### config.mk
export PLATFORM = sky130hd
export DESIGN_NAME = fetch_unit
export DESIGN_NICKNAME = d
export VERILOG_FILES = /design/src/rtl/fetch_pkg.sv /design/src/rtl/fetch_queue.sv /design/src/rtl/fetch_unit.sv
export SDC_FILE = /design/constraint.sdc
export NUM_CORES = 1
export LEC_CHECK = 0
export BUFFER_PORTS_ARGS = -buffer_cell sky130_fd_sc_hd__buf_4
export CORE_MARGIN = 4
export CORE_UTILIZATION = 56
export DETAILED_ROUTE_END_ITERATION = 10
export GPL_TIMING_DRIVEN = 0
export PLACE_DENSITY = 0.83
export RECOVER_POWER = 100
export REMOVE_ABC_BUFFERS = 1
export SYNTH_ARGS = -nofsm -noshare
export SYNTH_HDL_FRONTEND = slang
export SYNTH_SLANG_ARGS = --single-unit
### constraint.sdc
create_clock -name clock -period 5.15 [get_ports clock]
set_input_delay 0 -clock clock [delete_from_list [all_inputs] [get_ports clock]]
set_output_delay 0 -clock clock [all_outputs]
set_load 0.02 [all_outputs]
### src/rtl/fetch_pkg.sv
// Shared types and constants for the instruction-fetch stage.
package fetch_pkg;

  typedef enum logic [1:0] {
    IDLE,
    WAIT,
    DROP,
    HALT
  } state_t;

  localparam logic [15:0] PC_STEP           = 16'd2;
  localparam logic [15:0] HALT_WORD_DEFAULT = 16'hFFFF;

  typedef struct packed {
    logic [15:0] pc;
    logic [15:0] insn;
  } queue_entry_t;

endpackage

### src/rtl/fetch_queue.sv
// Small prefetch FIFO holding fetched words together with their byte address.
// State changes on the falling clock edge, like the rest of the CPU datapath.
module fetch_queue
  import fetch_pkg::*;
#(
  parameter int DEPTH = 2,
  localparam int AW = $clog2(DEPTH),
  localparam int CW = AW + 1
) (
  input  logic         clock,
  input  logic         reset_n,
  input  logic         push,
  input  logic         pop,
  input  logic         flush,
  input  queue_entry_t din,
  output queue_entry_t dout,
  output logic [CW-1:0] count
);

  localparam logic [CW-1:0] FULL = CW'(DEPTH);

  queue_entry_t  mem [DEPTH];
  logic [AW-1:0] rd_ptr;
  logic [AW-1:0] wr_ptr;
  logic          do_push;
  logic          do_pop;

  assign do_pop  = pop && (count != '0);
  assign do_push = push && ((count != FULL) || do_pop);
  assign dout    = mem[rd_ptr];

  // Pointer and occupancy bookkeeping; flush empties the queue and wins over push/pop.
  always_ff @(negedge clock or negedge reset_n) begin
    if (!reset_n) begin
      rd_ptr <= '0;
      wr_ptr <= '0;
      count  <= '0;
    end else if (flush) begin
      rd_ptr <= '0;
      wr_ptr <= '0;
      count  <= '0;
    end else begin
      if (do_push) wr_ptr <= wr_ptr + AW'(1);
      if (do_pop)  rd_ptr <= rd_ptr + AW'(1);
      count <= count + CW'(do_push) - CW'(do_pop);
    end
  end

  // Entry storage; contents need no reset because count qualifies every read.
  always_ff @(negedge clock) begin
    if (do_push && !flush) mem[wr_ptr] <= din;
  end

endmodule

### src/rtl/fetch_unit.sv
// Instruction-fetch stage: issues one memory request at a time, buffers the
// returned words in a prefetch queue, handles redirects and stops on the halt word.
module fetch_unit
  import fetch_pkg::*;
#(
  parameter int          DEPTH     = 2,
  parameter logic [15:0] RESET_PC  = 16'h0000,
  parameter logic [15:0] HALT_WORD = HALT_WORD_DEFAULT
) (
  input  logic        clock,
  input  logic        reset_n,
  output logic        imem_req,
  output logic [15:0] imem_addr,
  input  logic        imem_valid,
  input  logic [15:0] imem_rdata,
  input  logic        redirect,
  input  logic [15:0] redirect_pc,
  output logic        ir_valid,
  output logic [15:0] ir,
  output logic [15:0] ir_pc,
  input  logic        ir_ready,
  output logic        halted
);

  localparam int            CW   = $clog2(DEPTH) + 1;
  localparam logic [CW-1:0] FULL = CW'(DEPTH);

  state_t        state;
  logic [15:0]   fetch_pc;
  logic [CW-1:0] count;
  queue_entry_t  head;
  queue_entry_t  push_entry;
  logic          push;
  logic          pop;
  logic [15:0]   held_ir;
  logic [15:0]   held_pc;

  assign imem_req  = (state == IDLE) && (count < FULL) && !redirect && reset_n;
  assign imem_addr = fetch_pc;

  assign ir_valid = (count != '0);
  assign ir       = ir_valid ? head.insn : held_ir;
  assign ir_pc    = ir_valid ? head.pc   : held_pc;
  assign pop      = ir_valid && ir_ready;

  // fetch_pc has already advanced past the outstanding request, so step back one.
  assign push            = (state == WAIT) && imem_valid;
  assign push_entry.pc   = fetch_pc - PC_STEP;
  assign push_entry.insn = imem_rdata;

  fetch_queue #(
    .DEPTH(DEPTH)
  ) u_queue (
    .clock  (clock),
    .reset_n(reset_n),
    .push   (push),
    .pop    (pop),
    .flush  (redirect),
    .din    (push_entry),
    .dout   (head),
    .count  (count)
  );

  // Fetch sequencing: request, wait for response, discard stale responses, halt; redirect overrides all.
  always_ff @(negedge clock or negedge reset_n) begin
    if (!reset_n) begin
      state    <= IDLE;
      fetch_pc <= RESET_PC;
      halted   <= 1'b0;
    end else if (redirect) begin
      fetch_pc <= {redirect_pc[15:1], 1'b0};
      halted   <= 1'b0;
      if (((state == WAIT) || (state == DROP)) && !imem_valid) state <= DROP;
      else                                                      state <= IDLE;
    end else begin
      if (pop && (head.insn == HALT_WORD)) halted <= 1'b1;
      case (state)
        IDLE: begin
          if (imem_req) begin
            state    <= WAIT;
            fetch_pc <= fetch_pc + PC_STEP;
          end
        end
        WAIT: begin
          if (imem_valid) state <= (imem_rdata == HALT_WORD) ? HALT : IDLE;
        end
        DROP: begin
          if (imem_valid) state <= IDLE;
        end
        default: state <= HALT;
      endcase
    end
  end

  // Remember the last presented word so ir stays stable while the queue is empty.
  always_ff @(negedge clock or negedge reset_n) begin
    if (!reset_n) begin
      held_ir <= 16'h0000;
      held_pc <= 16'h0000;
    end else begin
      held_ir <= ir;
      held_pc <= ir_pc;
    end
  end

endmodule

# Word-level counts from Yosys, hierarchy flattened
# Memories as Yosys holds them, arrays and structs flattened.
# Index checks and enable logic that the tools add are counted.
word_totals:
  reg_bits: 55
  mem_bits_rw: 64
  wordCells: 68
  mem_count: 1
op_classes:
  n_addsub: 6
  n_lt_le_gt_ge: 1
  eq_ne: 8
  mux: 21
  n_reduce_logical: 23
memory_table:
  columns: ["memory", "words", "width", "rd", "rd_ports_with_merged_regs", "wr", "line_no", "text"]
  rows:
  - ["u_queue.mem", 2, 32, 1, 0, 1, "fetch_queue.sv:22", "queue_entry_t mem [DEPTH];"]
ops:
  columns: ["cell", "n"]
  rows:
  - ["$mux 16", 5]
  - ["$eq 16x16->1 const B", 2]
  - ["$add 16x2->16 const B", 1]
  - ["$sub 16x2->16 const B", 1]
  - ["$mux 2", 7]
  - ["$reduce_bool 2->1", 6]
  - ["$logic_and 1x1->1", 10]
  - ["$ne 3x3->1 const B", 3]
  - ["$mux 1", 8]
  - ["$pmux 2 s3", 1]
  - ["$reduce_and 3->1", 1]
  - ["$add 1x1->1 const B", 2]
  - ["$add 2x1->2", 1]
  - ["$eq 2x1->1 const B", 1]
  - ["$eq 2x2->1 const B", 1]
  - ["$logic_not 1->1", 2]
  - ["$logic_not 2->1", 1]
  - ["$logic_or 1x1->1", 2]
  - ["$lt 2x2->1 const B", 1]
  - ["$ne 2x2->1 const B", 1]
  - ["$reduce_and 2->1", 1]
  - ["$sub 2x1->2", 1]

# Logic depth before layout (Yosys ltp)
depth:
  ltp_word: 8
  ltp_mapped: 10
  depth_no_buf: 9

# Hierarchy
# Synthesis repeated with hierarchy kept, for this count alone.
unflattened:
  cells_unflattened: 378
  hier_area_um2: 5203.7
by_module_without_submodules:
  columns: ["module", "instances", "cells_per_inst", "area_per_inst_um2", "seq_area_each_um2"]
  rows:
  - ["fetch_unit", 1, 256, 2658.8, 1251.2]
  - ["fetch_queue", 1, 122, 2544.9, 2021.9]

==> metrics.txt <==
run status complete, but fails checks; failing checks capacitance limit, slew limit; most common cell in the synthesized netlist edfxtp_1; LEAKAGE 0.002628 uW; Die Width 102.8 um; Worst Path Arrival 4.84 ns; detailed-route DRC error count 0; Fin Setup TNS 0 ns; Post-synth top cells 62 x edfxtp_1, 54 x dfrtn_1, 44 x nor2_1, 30 x a21oi_1; Setup Crit Path Kind reg -> out; clock root buffer clkbuf_8; net load switching power 1594 uW; max cap viols 1; synth unique cells 45; WL met2 6051 um; Hold/Removal Path Class reg -> reg; DRT iter0 DRCs 280; Synth Warn # 0; Cells after Synth 414; sequential power share 32.6%; GRT overflow 0; Vias 3769; flop and latch count out of synthesis 116; Synth async-reset ratio 46.55%; total CTS buffers 17; post-synth top area share 37.01%; RSZ-0062 raised after global routing false; Std-Cell Core Area 8721 um^2; vias per cell 5.551; DR top layer met4; Clock Pin Slew Worst Setup and Hold Paths 0.04 ns; Max-slew headroom -19.49%; placed cell areas 5766 um^2; PwrDens 638.1 nW/um^2; vias in the first global route 3927; first-pass GRT wire length 18690 um; fin nets 604; slew of the pin with the lowest slew margin 1.792 ns; routed len/inst 17.32 um; Clock Latency Late Sink 0.52 ns; Sw Share 39.58%; CTS tree built; largest net degree at the start of global routing 65; crit-path max FO 12; PortBufs 85; first drt pass iteration count 5; worst vdd ir 0.2953 mV; Ant. Diodes 0; CP Data Required Time 5.15 ns; Synth-to-Final Area Change 25.45%; power share of the combinational group 33.2%; fillcell total 611; final hold slack 0.4845 ns; Max Transition Viols Final 44; most common flop cell mapped by yosys edfxtp_1; cell row count 34; Ports 88; Final Setup Violations 0; Final Power 4026 uW; sequential-to-total area share from yosys stat 63.88%; M1 WL 4510 um; met3 wire length 929 um; die height 102.8 um; synthesized area 5030 um^2; Total Routed Length 11760 um; Clock Path Buffers 2; syn_area_per_cell 12.15 um^2; H-Tree Depth 4; CP Launch Type register; Die Footprint 10560 um^2; Final Instance Area 6310 um^2; total global-route track usage 24.01%; GPL Wtd Cong 0.8088; Cells after DPL 587; Routed Antenna Nets 0; Post-synth EDFFs 62; Critical Path End Type primary output; Fin. Hold Viols 0; share of layout cells above drive strength 1 10.33%; CTS Sinks 116; Finished Layout Cells 679; Synth area leader edfxtp_1; Initial Util 57.68%; Int Pwr 2433 uW; dpl hpwl 7017 um; Clock Power Share 34.1%; initial antenna violation count 0; largest cells by area after synthesis edfxtp_1 37%, dfrtn_1 27%, mux2i_1 5.4%, nor2_1 3.3%, a21oi_1 3.0%; Final Skew 0.07721 ns
-- metal layers --
| metal | track usage (%) | vias to the layer above |
|---|---|---|
| met4 | 12.25 | 0 |
| met2 | 41.31 | 173 |
| li1 | - | 1773 |
| met5 | 0 | - |
| met1 | 27.02 | 1800 |
| met3 | 7.307 | 23 |
-- cell type report --
type | count | area, um^2 | share of cell area (%)
clock buffer | 22 | 496.7 | 7.872
clock inverter | 71 | 331.6 | 5.255
sequential | 116 | 3213 | 50.92
multi-input combinational | 257 | 1624 | 25.74
inverter | 16 | 60.06 | 0.9518
timing repair buffer | 89 | 449.2 | 7.119
tap | 108 | 135.1 | 2.142
-- sequential cells by signal, indices dropped and copies added (netlist names) --
signal,cells
held_ir,16
u_queue.mem,62
imem_addr,15
halted,1
u_queue.count,2
u_queue.wr_ptr,1
u_queue.rd_ptr,1
held_pc,16
state,2
-- power by group through the flow --
stage	sequential [uW]	combinational, uW	clock [uW]
after floorplan	1340	887	72.9
after global placement	1350	1440	72.9
after detailed placement	1320	1540	72.9
after CTS	1320	1570	1390
after global routing	1340	1460	1480
final	1310	1340	1370
-- worst paths after layout --
path	start	end	slack, ns	depth (start not counted)
worst max-delay path	state[0]	imem_req	0.31	5
worst min-delay path	held_pc[0]	held_pc[0]	0.48	1
worst max register to register	state[1]	u_queue.mem[0][1]	2.39	6
worst min register to register	held_pc[0]	held_pc[0]	0.48	1
max in group asynchronous	reset_n	imem_addr[15]	2.55	1
min in group asynchronous	reset_n	held_ir[8]	2.07	1
-- cells in the final DEF, fill, tap and decap left out, drive strengths merged, types with 9 or more instances in the layout --
cell / instances
o21ai: 13
a21oi: 30
nor2: 44
nand2: 27
buf: 21
xnor2: 14
nand4: 9
nand3: 15
clkbuf: 90
edfxtp: 62
dfrtn: 54
xor2: 12
inv: 78
mux2i: 27
-- worst max-delay path, stage by stage (launching register included) --
cell      delay [ns]
dfrtn_1         0.39
inv_1           0.14
ha_1            0.28
nand3b_1        0.43
nor2_1          0.31
clkbuf_1        0.26
-- cell families after synthesis --
family / count (synthesis) / synth area share, %
multiplexers: 27 / 5.373
AO/OA/AOI/OAI: 61 / 7.239
other: 1 / 0.07456
adder cells (fa/ha/maj): 8 / 1.990
flip-flops: 116 / 63.88
XOR/XNOR: 26 / 4.527
buffers and inverters: 41 / 3.557
AND/OR/NAND/NOR: 134 / 13.36
-- per-stage QoR --
| step | worst slack [ns] | util (%) |
|---|---|---|
| after global placement | -1.679 | 65.22 |
| after CTS | 0.1786 | 75.57 |
| after floorplan | -0.4451 | - |
| final | 0.3123 | 72.35 |
| after global routing | 0.1652 | 72.35 |
| after detailed placement | 0.2087 | 66.11 |
-- repair_timing --
item,CTS,global route
setup endpoints to repair,0,2
setup buffers,0,0
hold buffers,0,0
gates resized for setup,0,1
No activity file was read; power rests on OpenSTA's default activity.
